**src/rtl/systolic_pkg.sv**
```systemverilog
`default_nettype none
// ============================================================================
// Package  : systolic_pkg
// Brief    : Shared constants, FSM state encoding and helper functions for the
//            systolic matrix-multiply array, its PEs and its edge feeder.
// Revision : 1.0 - initial release
// ============================================================================
package systolic_pkg;

    // Default array dimension and operand width
    localparam int unsigned c_N_DEFAULT  = 4;
    localparam int unsigned c_DW_DEFAULT = 8;

    // Feeder FSM states; FLUSH exists in hardware only when draining is built in
    typedef enum logic [1:0] {
        ST_IDLE  = 2'd0,
        ST_FEED  = 2'd1,
        ST_FLUSH = 2'd2,
        ST_DONE  = 2'd3
    } feeder_state_e;

    // Width of the skew step counter: it must hold 0 .. 3N-3
    function automatic int unsigned step_width(input int unsigned n);
        return $clog2(3 * n);
    endfunction

endpackage : systolic_pkg
`default_nettype wire

```
**src/rtl/systolic_feeder_if.sv**
```systemverilog
`default_nettype none
// ============================================================================
// Interface: systolic_feeder_if
// Brief    : Load/start/stream bundle of the systolic edge feeder. The master
//            side loads operands and starts runs; the slave side is the feeder.
// Revision : 1.0 - initial release
// ============================================================================
interface systolic_feeder_if
    import systolic_pkg::*;
#(
    parameter int N  = c_N_DEFAULT,
    parameter int DW = c_DW_DEFAULT
) ();

    logic                   wr_en;
    logic                   wr_sel;
    logic [$clog2(N)-1:0]   wr_row;
    logic [$clog2(N)-1:0]   wr_col;
    logic [DW-1:0]          wr_data;
    logic                   start;
    logic                   busy;
    logic [N*DW-1:0]        a_o;
    logic [N*DW-1:0]        b_o;
    logic                   valid_o;
    logic                   done;

    modport master (
        output wr_en, wr_sel, wr_row, wr_col, wr_data, start,
        input  busy, a_o, b_o, valid_o, done
    );

    modport slave (
        input  wr_en, wr_sel, wr_row, wr_col, wr_data, start,
        output busy, a_o, b_o, valid_o, done
    );

endinterface : systolic_feeder_if
`default_nettype wire

```
**src/rtl/systolic_feeder_bank.sv**
```systemverilog
`default_nettype none
// ============================================================================
// Module   : feeder_bank
// Brief    : N x N x DW operand register file with one synchronous write port
//            and N combinational diagonal read ports. Port r reads row r at
//            column (t - r) and flags whether that column lies in 0..N-1.
// Revision : 1.0 - initial release
// ============================================================================
module feeder_bank
    import systolic_pkg::*;
#(
    parameter int N  = c_N_DEFAULT,
    parameter int DW = c_DW_DEFAULT,
    parameter int TW = step_width(N)
) (
    input  logic                   clk,
    input  logic                   rst,
    input  logic                   i_wr_en,
    input  logic [$clog2(N)-1:0]   i_wr_row,
    input  logic [$clog2(N)-1:0]   i_wr_col,
    input  logic [DW-1:0]          i_wr_data,
    input  logic [TW-1:0]          i_t,
    output logic [N*DW-1:0]        o_rd_data,
    output logic [N-1:0]           o_rd_hit
);

    localparam int c_AW = $clog2(N);

    logic [DW-1:0] r_mem [N][N];

    // Register file: cleared by reset, one element written per cycle
    always_ff @(posedge clk) begin
        if (rst) begin
            for (int r = 0; r < N; r++) begin
                for (int c = 0; c < N; c++) begin
                    r_mem[r][c] <= '0;
                end
            end
        end else if (i_wr_en) begin
            r_mem[i_wr_row][i_wr_col] <= i_wr_data;
        end
    end

    generate
        for (genvar gi = 0; gi < N; gi++) begin : g_port
            localparam logic [TW-1:0] c_ROW = TW'(gi);

            logic            w_ge;
            logic [TW-1:0]   w_diff;
            logic [c_AW-1:0] w_col;

            // t - row is only formed once t >= row is known, so it never wraps
            assign w_ge   = (i_t >= c_ROW);
            assign w_diff = w_ge ? (i_t - c_ROW) : '0;
            assign w_col  = c_AW'(w_diff);

            assign o_rd_hit[gi]            = w_ge && (w_diff < TW'(N));
            assign o_rd_data[gi*DW +: DW]  = r_mem[gi][w_col];
        end
    endgenerate

endmodule : feeder_bank
`default_nettype wire

```
**src/rtl/systolic_feeder.sv**
```systemverilog
`default_nettype none
// ============================================================================
// Module   : systolic_feeder
// Brief    : West/north edge driver of the systolic array. Holds operand
//            matrices A and B and streams them diagonally skewed, one lane per
//            array row (a) and column (b), framed by valid_o, ending with done.
// Options  : FEEDER_FLUSH_EN - adds an N-cycle FLUSH phase (lanes zero,
//            valid_o low, busy high) between the last stream step and done.
// Revision : 1.0 - initial release
// ============================================================================
module systolic_feeder
    import systolic_pkg::*;
#(
    parameter int N  = c_N_DEFAULT,
    parameter int DW = c_DW_DEFAULT
) (
    input  logic              clk,
    input  logic              rst,
    systolic_feeder_if.slave  bus
);

    localparam int c_AW = $clog2(N);
    localparam int c_TW = step_width(N);
    localparam logic [c_TW-1:0] c_LAST = c_TW'(3 * N - 3);

    localparam logic [1:0] c_S_IDLE  = ST_IDLE;
    localparam logic [1:0] c_S_FEED  = ST_FEED;
    localparam logic [1:0] c_S_DONE  = ST_DONE;
`ifdef FEEDER_FLUSH_EN
    localparam logic [1:0] c_S_FLUSH = ST_FLUSH;
    localparam logic [c_AW-1:0] c_FL_LAST = c_AW'(N - 1);
`endif

    logic [1:0]        r_state;
    logic [c_TW-1:0]   r_t;
    logic              r_busy;
    logic              r_valid;
    logic              r_done;
    logic [N*DW-1:0]   r_a;
    logic [N*DW-1:0]   r_b;

    logic              w_idle;
    logic              w_accept;
    logic              w_feed;
    logic              w_wr_a;
    logic              w_wr_b;
    logic [N*DW-1:0]   w_a_rd;
    logic [N*DW-1:0]   w_b_rd;
    logic [N-1:0]      w_a_hit;
    logic [N-1:0]      w_b_hit;
    logic [N*DW-1:0]   w_a_lane;
    logic [N*DW-1:0]   w_b_lane;

`ifdef FEEDER_FLUSH_EN
    logic [c_AW-1:0]   r_fl;
`endif

    // The done cycle is IDLE internally but still reports busy; holding off
    // writes and start until busy drops keeps the visible handshake honest.
    assign w_idle   = (r_state == c_S_IDLE) && !r_busy;
    assign w_accept = w_idle && bus.start;
    assign w_feed   = (r_state == c_S_FEED);
    assign w_wr_a   = w_idle && bus.wr_en && !bus.wr_sel;
    assign w_wr_b   = w_idle && bus.wr_en &&  bus.wr_sel;

    feeder_bank #(
        .N  (N),
        .DW (DW),
        .TW (c_TW)
    ) u_bank_a (
        .clk       (clk),
        .rst       (rst),
        .i_wr_en   (w_wr_a),
        .i_wr_row  (bus.wr_row),
        .i_wr_col  (bus.wr_col),
        .i_wr_data (bus.wr_data),
        .i_t       (r_t),
        .o_rd_data (w_a_rd),
        .o_rd_hit  (w_a_hit)
    );

    // B is stored transposed so that port j reads B[t-j][j] along its column
    feeder_bank #(
        .N  (N),
        .DW (DW),
        .TW (c_TW)
    ) u_bank_b (
        .clk       (clk),
        .rst       (rst),
        .i_wr_en   (w_wr_b),
        .i_wr_row  (bus.wr_col),
        .i_wr_col  (bus.wr_row),
        .i_wr_data (bus.wr_data),
        .i_t       (r_t),
        .o_rd_data (w_b_rd),
        .o_rd_hit  (w_b_hit)
    );

    generate
        for (genvar gi = 0; gi < N; gi++) begin : g_lane
            assign w_a_lane[gi*DW +: DW] = w_a_hit[gi] ? w_a_rd[gi*DW +: DW] : '0;
            assign w_b_lane[gi*DW +: DW] = w_b_hit[gi] ? w_b_rd[gi*DW +: DW] : '0;
        end
    endgenerate

`ifdef FEEDER_FLUSH_EN
    // Flush cycle counter, running only while the array drains
    always_ff @(posedge clk) begin
        if (rst) begin
            r_fl <= '0;
        end else if (r_state == c_S_FLUSH) begin
            r_fl <= r_fl + c_AW'(1);
        end else begin
            r_fl <= '0;
        end
    end
`endif

    // Run sequencer and skew step counter
    always_ff @(posedge clk) begin
        if (rst) begin
            r_state <= c_S_IDLE;
            r_t     <= '0;
        end else begin
            case (r_state)
                c_S_IDLE: begin
                    if (w_accept) begin
                        r_state <= c_S_FEED;
                        r_t     <= '0;
                    end
                end
                c_S_FEED: begin
                    if (r_t == c_LAST) begin
`ifdef FEEDER_FLUSH_EN
                        r_state <= c_S_FLUSH;
`else
                        r_state <= c_S_DONE;
`endif
                    end else begin
                        r_t <= r_t + c_TW'(1);
                    end
                end
`ifdef FEEDER_FLUSH_EN
                c_S_FLUSH: begin
                    if (r_fl == c_FL_LAST) begin
                        r_state <= c_S_DONE;
                    end
                end
`endif
                c_S_DONE: begin
                    r_state <= c_S_IDLE;
                end
                default: begin
                    r_state <= c_S_IDLE;
                end
            endcase
        end
    end

    // Output registers: lanes carry data only on FEED steps, zero otherwise
    always_ff @(posedge clk) begin
        if (rst) begin
            r_busy  <= 1'b0;
            r_valid <= 1'b0;
            r_done  <= 1'b0;
            r_a     <= '0;
            r_b     <= '0;
        end else begin
            r_busy  <= (r_state != c_S_IDLE);
            r_valid <= w_feed;
            r_done  <= (r_state == c_S_DONE);
            r_a     <= w_feed ? w_a_lane : '0;
            r_b     <= w_feed ? w_b_lane : '0;
        end
    end

    assign bus.busy    = r_busy;
    assign bus.valid_o = r_valid;
    assign bus.done    = r_done;
    assign bus.a_o     = r_a;
    assign bus.b_o     = r_b;

endmodule : systolic_feeder
`default_nettype wire
```
**src/flat_wrapper.sv**
```systemverilog
// flat-port wrapper written by rule: the top's interface ports become plain ports
module systolic_feeder_flat import systolic_pkg::*;
#(
    parameter int N  = c_N_DEFAULT,
    parameter int DW = c_DW_DEFAULT
)
  (clk, rst, bus_wr_en, bus_wr_sel, bus_wr_row, bus_wr_col, bus_wr_data, bus_start, bus_busy, bus_a_o, bus_b_o, bus_valid_o, bus_done);
  systolic_feeder_if #(.N(N), .DW(DW)) bus_i ();
  input  logic clk;
  input  logic rst;
  input wire logic [$bits(bus_i.wr_en)-1:0] bus_wr_en;
  input wire logic [$bits(bus_i.wr_sel)-1:0] bus_wr_sel;
  input wire logic [$bits(bus_i.wr_row)-1:0] bus_wr_row;
  input wire logic [$bits(bus_i.wr_col)-1:0] bus_wr_col;
  input wire logic [$bits(bus_i.wr_data)-1:0] bus_wr_data;
  input wire logic [$bits(bus_i.start)-1:0] bus_start;
  output wire logic [$bits(bus_i.busy)-1:0] bus_busy;
  output wire logic [$bits(bus_i.a_o)-1:0] bus_a_o;
  output wire logic [$bits(bus_i.b_o)-1:0] bus_b_o;
  output wire logic [$bits(bus_i.valid_o)-1:0] bus_valid_o;
  output wire logic [$bits(bus_i.done)-1:0] bus_done;
  assign bus_i.wr_en = bus_wr_en;
  assign bus_i.wr_sel = bus_wr_sel;
  assign bus_i.wr_row = bus_wr_row;
  assign bus_i.wr_col = bus_wr_col;
  assign bus_i.wr_data = bus_wr_data;
  assign bus_i.start = bus_start;
  assign bus_busy = bus_i.busy;
  assign bus_a_o = bus_i.a_o;
  assign bus_b_o = bus_i.b_o;
  assign bus_valid_o = bus_i.valid_o;
  assign bus_done = bus_i.done;
  systolic_feeder #(.N(N), .DW(DW)) u_core (.clk(clk), .rst(rst), .bus(bus_i));
endmodule
```
**config.mk**
```make
export PLATFORM = sky130hd
export DESIGN_NAME = systolic_feeder_flat
export DESIGN_NICKNAME = d
export VERILOG_FILES = /design/src/rtl/systolic_pkg.sv /design/src/rtl/systolic_feeder_if.sv /design/src/rtl/systolic_feeder_bank.sv /design/src/rtl/systolic_feeder.sv /design/src/flat_wrapper.sv
export SDC_FILE = /design/constraint.sdc
export NUM_CORES = 1
export LEC_CHECK = 0
export BUFFER_PORTS_ARGS = -buffer_cell sky130_fd_sc_hd__buf_2
export CAP_MARGIN = 0
export CORE_ASPECT_RATIO = 0.6
export CORE_UTILIZATION = 43
export DETAILED_ROUTE_END_ITERATION = 8
export PLACE_DENSITY = 0.73
export SETUP_SLACK_MARGIN = 0.4
export SLEW_MARGIN = 40
export SYNTH_ARGS = -nofsm -noshare
export SYNTH_HDL_FRONTEND = slang
export SYNTH_HIERARCHICAL = 1
export SYNTH_SLANG_ARGS = --single-unit
```
**constraint.sdc**
```tcl
create_clock -name clk -period 2.4 [get_ports clk]
set_clock_uncertainty 0.05 [all_clocks]
set_input_delay 0.12 -clock clk [delete_from_list [all_inputs] [get_ports clk]]
set_output_delay 0.12 -clock clk [all_outputs]
set_load 0.03 [all_outputs]
```
==> flow_summary.toml <==
[status]
status = "completed"

[critical_path]
worst-setup-path-type = "register to register"
crit_arrival_ns = 2.38
path_max_fanout = 8
cp-startpoint = "u_core/bus.busy$_SDFF_PP0_"
cp.required_ns = 2.62
cp-end-kind = "register"
reg2reg_from = "u_core/bus.busy$_SDFF_PP0_"
start_kind = "register"

[synth]
syn_nets = 1177
yosys-top-cells-area = "edfxtp_1, and2_1, dfxtp_1"
synth_ff_type = "edfxtp_1"
yosysWarningCount = 6
synth_cell_type_count = 51
synth.top_cell.area_share_pct = 52.17
yosys.area_share.xor_xnor_pct = 0.3567
ys_top_cells_by_count = "and2_1, edfxtp_1, nor2_1"
synth_seq_cells = 329
synth.most_common_cell = "and2_1"
synth_edf_count = 256
postSynth.asyncResetShare_pct = 0
synthSimpleGateAreaFrac_pct = 20.62
synth_mux_area_share_pct = 4.823
synth_area_leader_cell = "edfxtp_1"
yosysSeqAreaShare_pct = 62.09
synth_compound_area_share_pct = 7.813
avgSynthCellArea_sq_um = 12.86
synth_top_family_by_area = "simple AND/OR/NAND/NOR gates"
syn_inst = 1146
syn_area_sq_mm = 0.01473
synth-adder-area-share_pct = 1.189

[pwr]
clockPowerShare_pct = 38.4
sw_frac_of_total_pct = 24.14
vdd_drop_max_uv = 549.6
power.density_mw_per_mm2 = 701.2
intPower_mw = 9.670
p_sw_mw = 3.077
combPwrFrac_pct = 11.6
p_leak_nw = 7.136
p_seq_share_pct = 50.0

[timing]
fin_crit_ns = 2.156
fmax_ghz = 0.4638
whs_ns = 0.1356
relSlewSlack_pct = 46.20
grt_setup_unrepaired = "true"
hold_viol_final = 0
slew_violations = 0
setup_violations = 0
finalSetupTns_ns = 0
worstMarginPinSlew_ns = 0.8069
post-route-period-util_pct = 89.84

[grt]
grt_pass1_wl_microns = 56700
grt_max_degree = 35
gr-usage-all-layers_pct = 21.62
grt-ovfl-total = 0
antenna_found_initial = 0
first_global_vias = 9424

[routing]
drc = 0
drt-initial-drc-count = 1198
dr.pass1.iters = 5
wire_per_inst_microns = 21.75
viasPerCell = 5.600
vias = 10030
ant_nets = 0
drt_wl_total_microns = 38960

[finish]
final_util_pct = 53.94
antennaDiodeCount = 0
fin_cells = 1791
nNetsFinal = 1339
area_growth_pct = 23.38
drive_above_1_share_pct = 30.93
stdcell_area_sq_mm = 0.01818

[floorplan]
die-area_sq_mm = 0.03503
die_width_microns = 241.0
floorplan.initialDensity_pct = 43.72
die_h_microns = 145.4
core_region_area_sq_mm = 0.03370
pin_count = 84
num_rows = 52

[run]
cap_viol_max_count = 0

[clock_network]
ctsLongestPathBuffers = 3
clockRootBuffer = "clkbuf_16"
clk-insertion-delay-late_ns = 0.57
cts_sinks = 329
htree_num_levels = 1
path_clk_slew_ns = 0.07
numCtsBuffers = 30
cts_tree = "built"

[placed_design]
dp_cells = 1679
gp_congestion = 0.8346
dpl-instance-area_sq_mm = 0.01603
dp_hpwl_microns = 24230
port_buffers = 83

[hold_path]
min_from = "bus_wr_data[5]"
hold_class = "primary input to register"
[path summary, 6_finish.rpt]
| path | to | slack (ns) | cells after the start |
|---|---|---|---|
| setup / recovery | u_core/u_bank_b/r_mem[0][26]$_SDFFCE_PN0P_ | 0.24 | 5 |
| hold / removal | u_core/u_bank_a/r_mem[0][5]$_SDFFCE_PN0P_ | 0.14 | 2 |
| setup reg to reg | u_core/u_bank_b/r_mem[0][26]$_SDFFCE_PN0P_ | 0.24 | 5 |
| hold reg to reg | u_core/r_state[1]$_SDFFE_PP0P_ | 0.49 | 2 |
[kinds of logic after synthesis]
kind of cell	count (synthesis)
simple gates	510
flops	329
compound gates	146
buf+inv	92
mux	49
fa+ha+maj	14
xor+xnor	6
[critical path: stages (launching register included)]
cell     delay (ns)
dfxtp_4        0.35
nor3_4         0.20
and3_4         0.24
or4b_4         0.54
nor3_4         0.24
or2_4          0.23
[stage by stage]
step	power, mW	setup WS, ns
2_1_floorplan	7.257	0.2381
3_3_place_gp	7.533	0.1644
3_5_place_dp	7.564	0.1224
4_1_cts	12.55	0.3098
5_1_grt	13.12	0.1946
6_report	12.75	0.2439
[cell type report]
class	count	area (sq um)
inverter	26	141.4
timing repair buffer	193	1410
sequential	329	9161
timing repair inverter	1	7.507
fill	2784	15520
multi-input combinational	727	5884
tap	459	574.3
clock inverter	18	177.7
clock buffer	38	822.0
[state kept, by name, summed over array words and instances, names as in the netlist]
register,flops
u_core/bus.valid_o,1
u_core/u_bank_a/r_mem,128
u_core/bus.done,1
u_core/bus.busy,1
u_core/bus.a_o,32
u_core/bus.b_o,32
u_core/r_t,4
u_core/u_bank_b/r_mem,128
u_core/r_state,2
[timing repair]
item                                    4_1_cts  5_1_grt
gates resized for setup                      45       89
cloned                                        2        2
endpoints found under the setup margin      255      412
setup buffers                                27       22
hold buffers                                  3        0
pin swaps                                    22       37
hold endpoints to repair                      4        0
[power by group through the flow]
stage               Combinational [mW]  Sequential (mW)  Clock [mW]
finish                            1.47             6.38        4.90
global route                      1.56             6.39        5.18
CTS                               1.22             6.37        4.97
detailed placement                1.07             6.50           0
global placement                  1.04             6.49           0
floorplan                        0.775             6.48           0
[layer usage]
layer | track usage (%) | vias up | share of wire [%]
li1 | - | 4502 | -
met1 | 35.62 | 4976 | 48
met2 | 29.05 | 489 | 41
met3 | 4.059 | 62 | 9.4
met4 | 4.557 | 0 | 1.9
met5 | 0 | - | 0
[layout by cell type (no fill, tap or decap), types with 8 or more instances in the layout]
cell type  instances
a2111oi_4          9
a211oi_2          15
a21oi_1           20
a222oi_1          16
and2_1           267
and3_1            63
buf_2             82
buf_4             86
buf_6             13
clkbuf_16         32
dfxtp_1           69
edfxtp_1         256
ha_1               8
inv_1             20
mux2_2            16
mux2i_1           17
mux4_2            16
nand2_1            9
nor2_1            63
nor2_2             9
nor2_4            12
nor2b_1            8
o22ai_1           32
o2bb2ai_1         19
o2bb2ai_2          8
or2_2             16
or2_4             16
No activity file was read; power rests on OpenSTA's default activity.
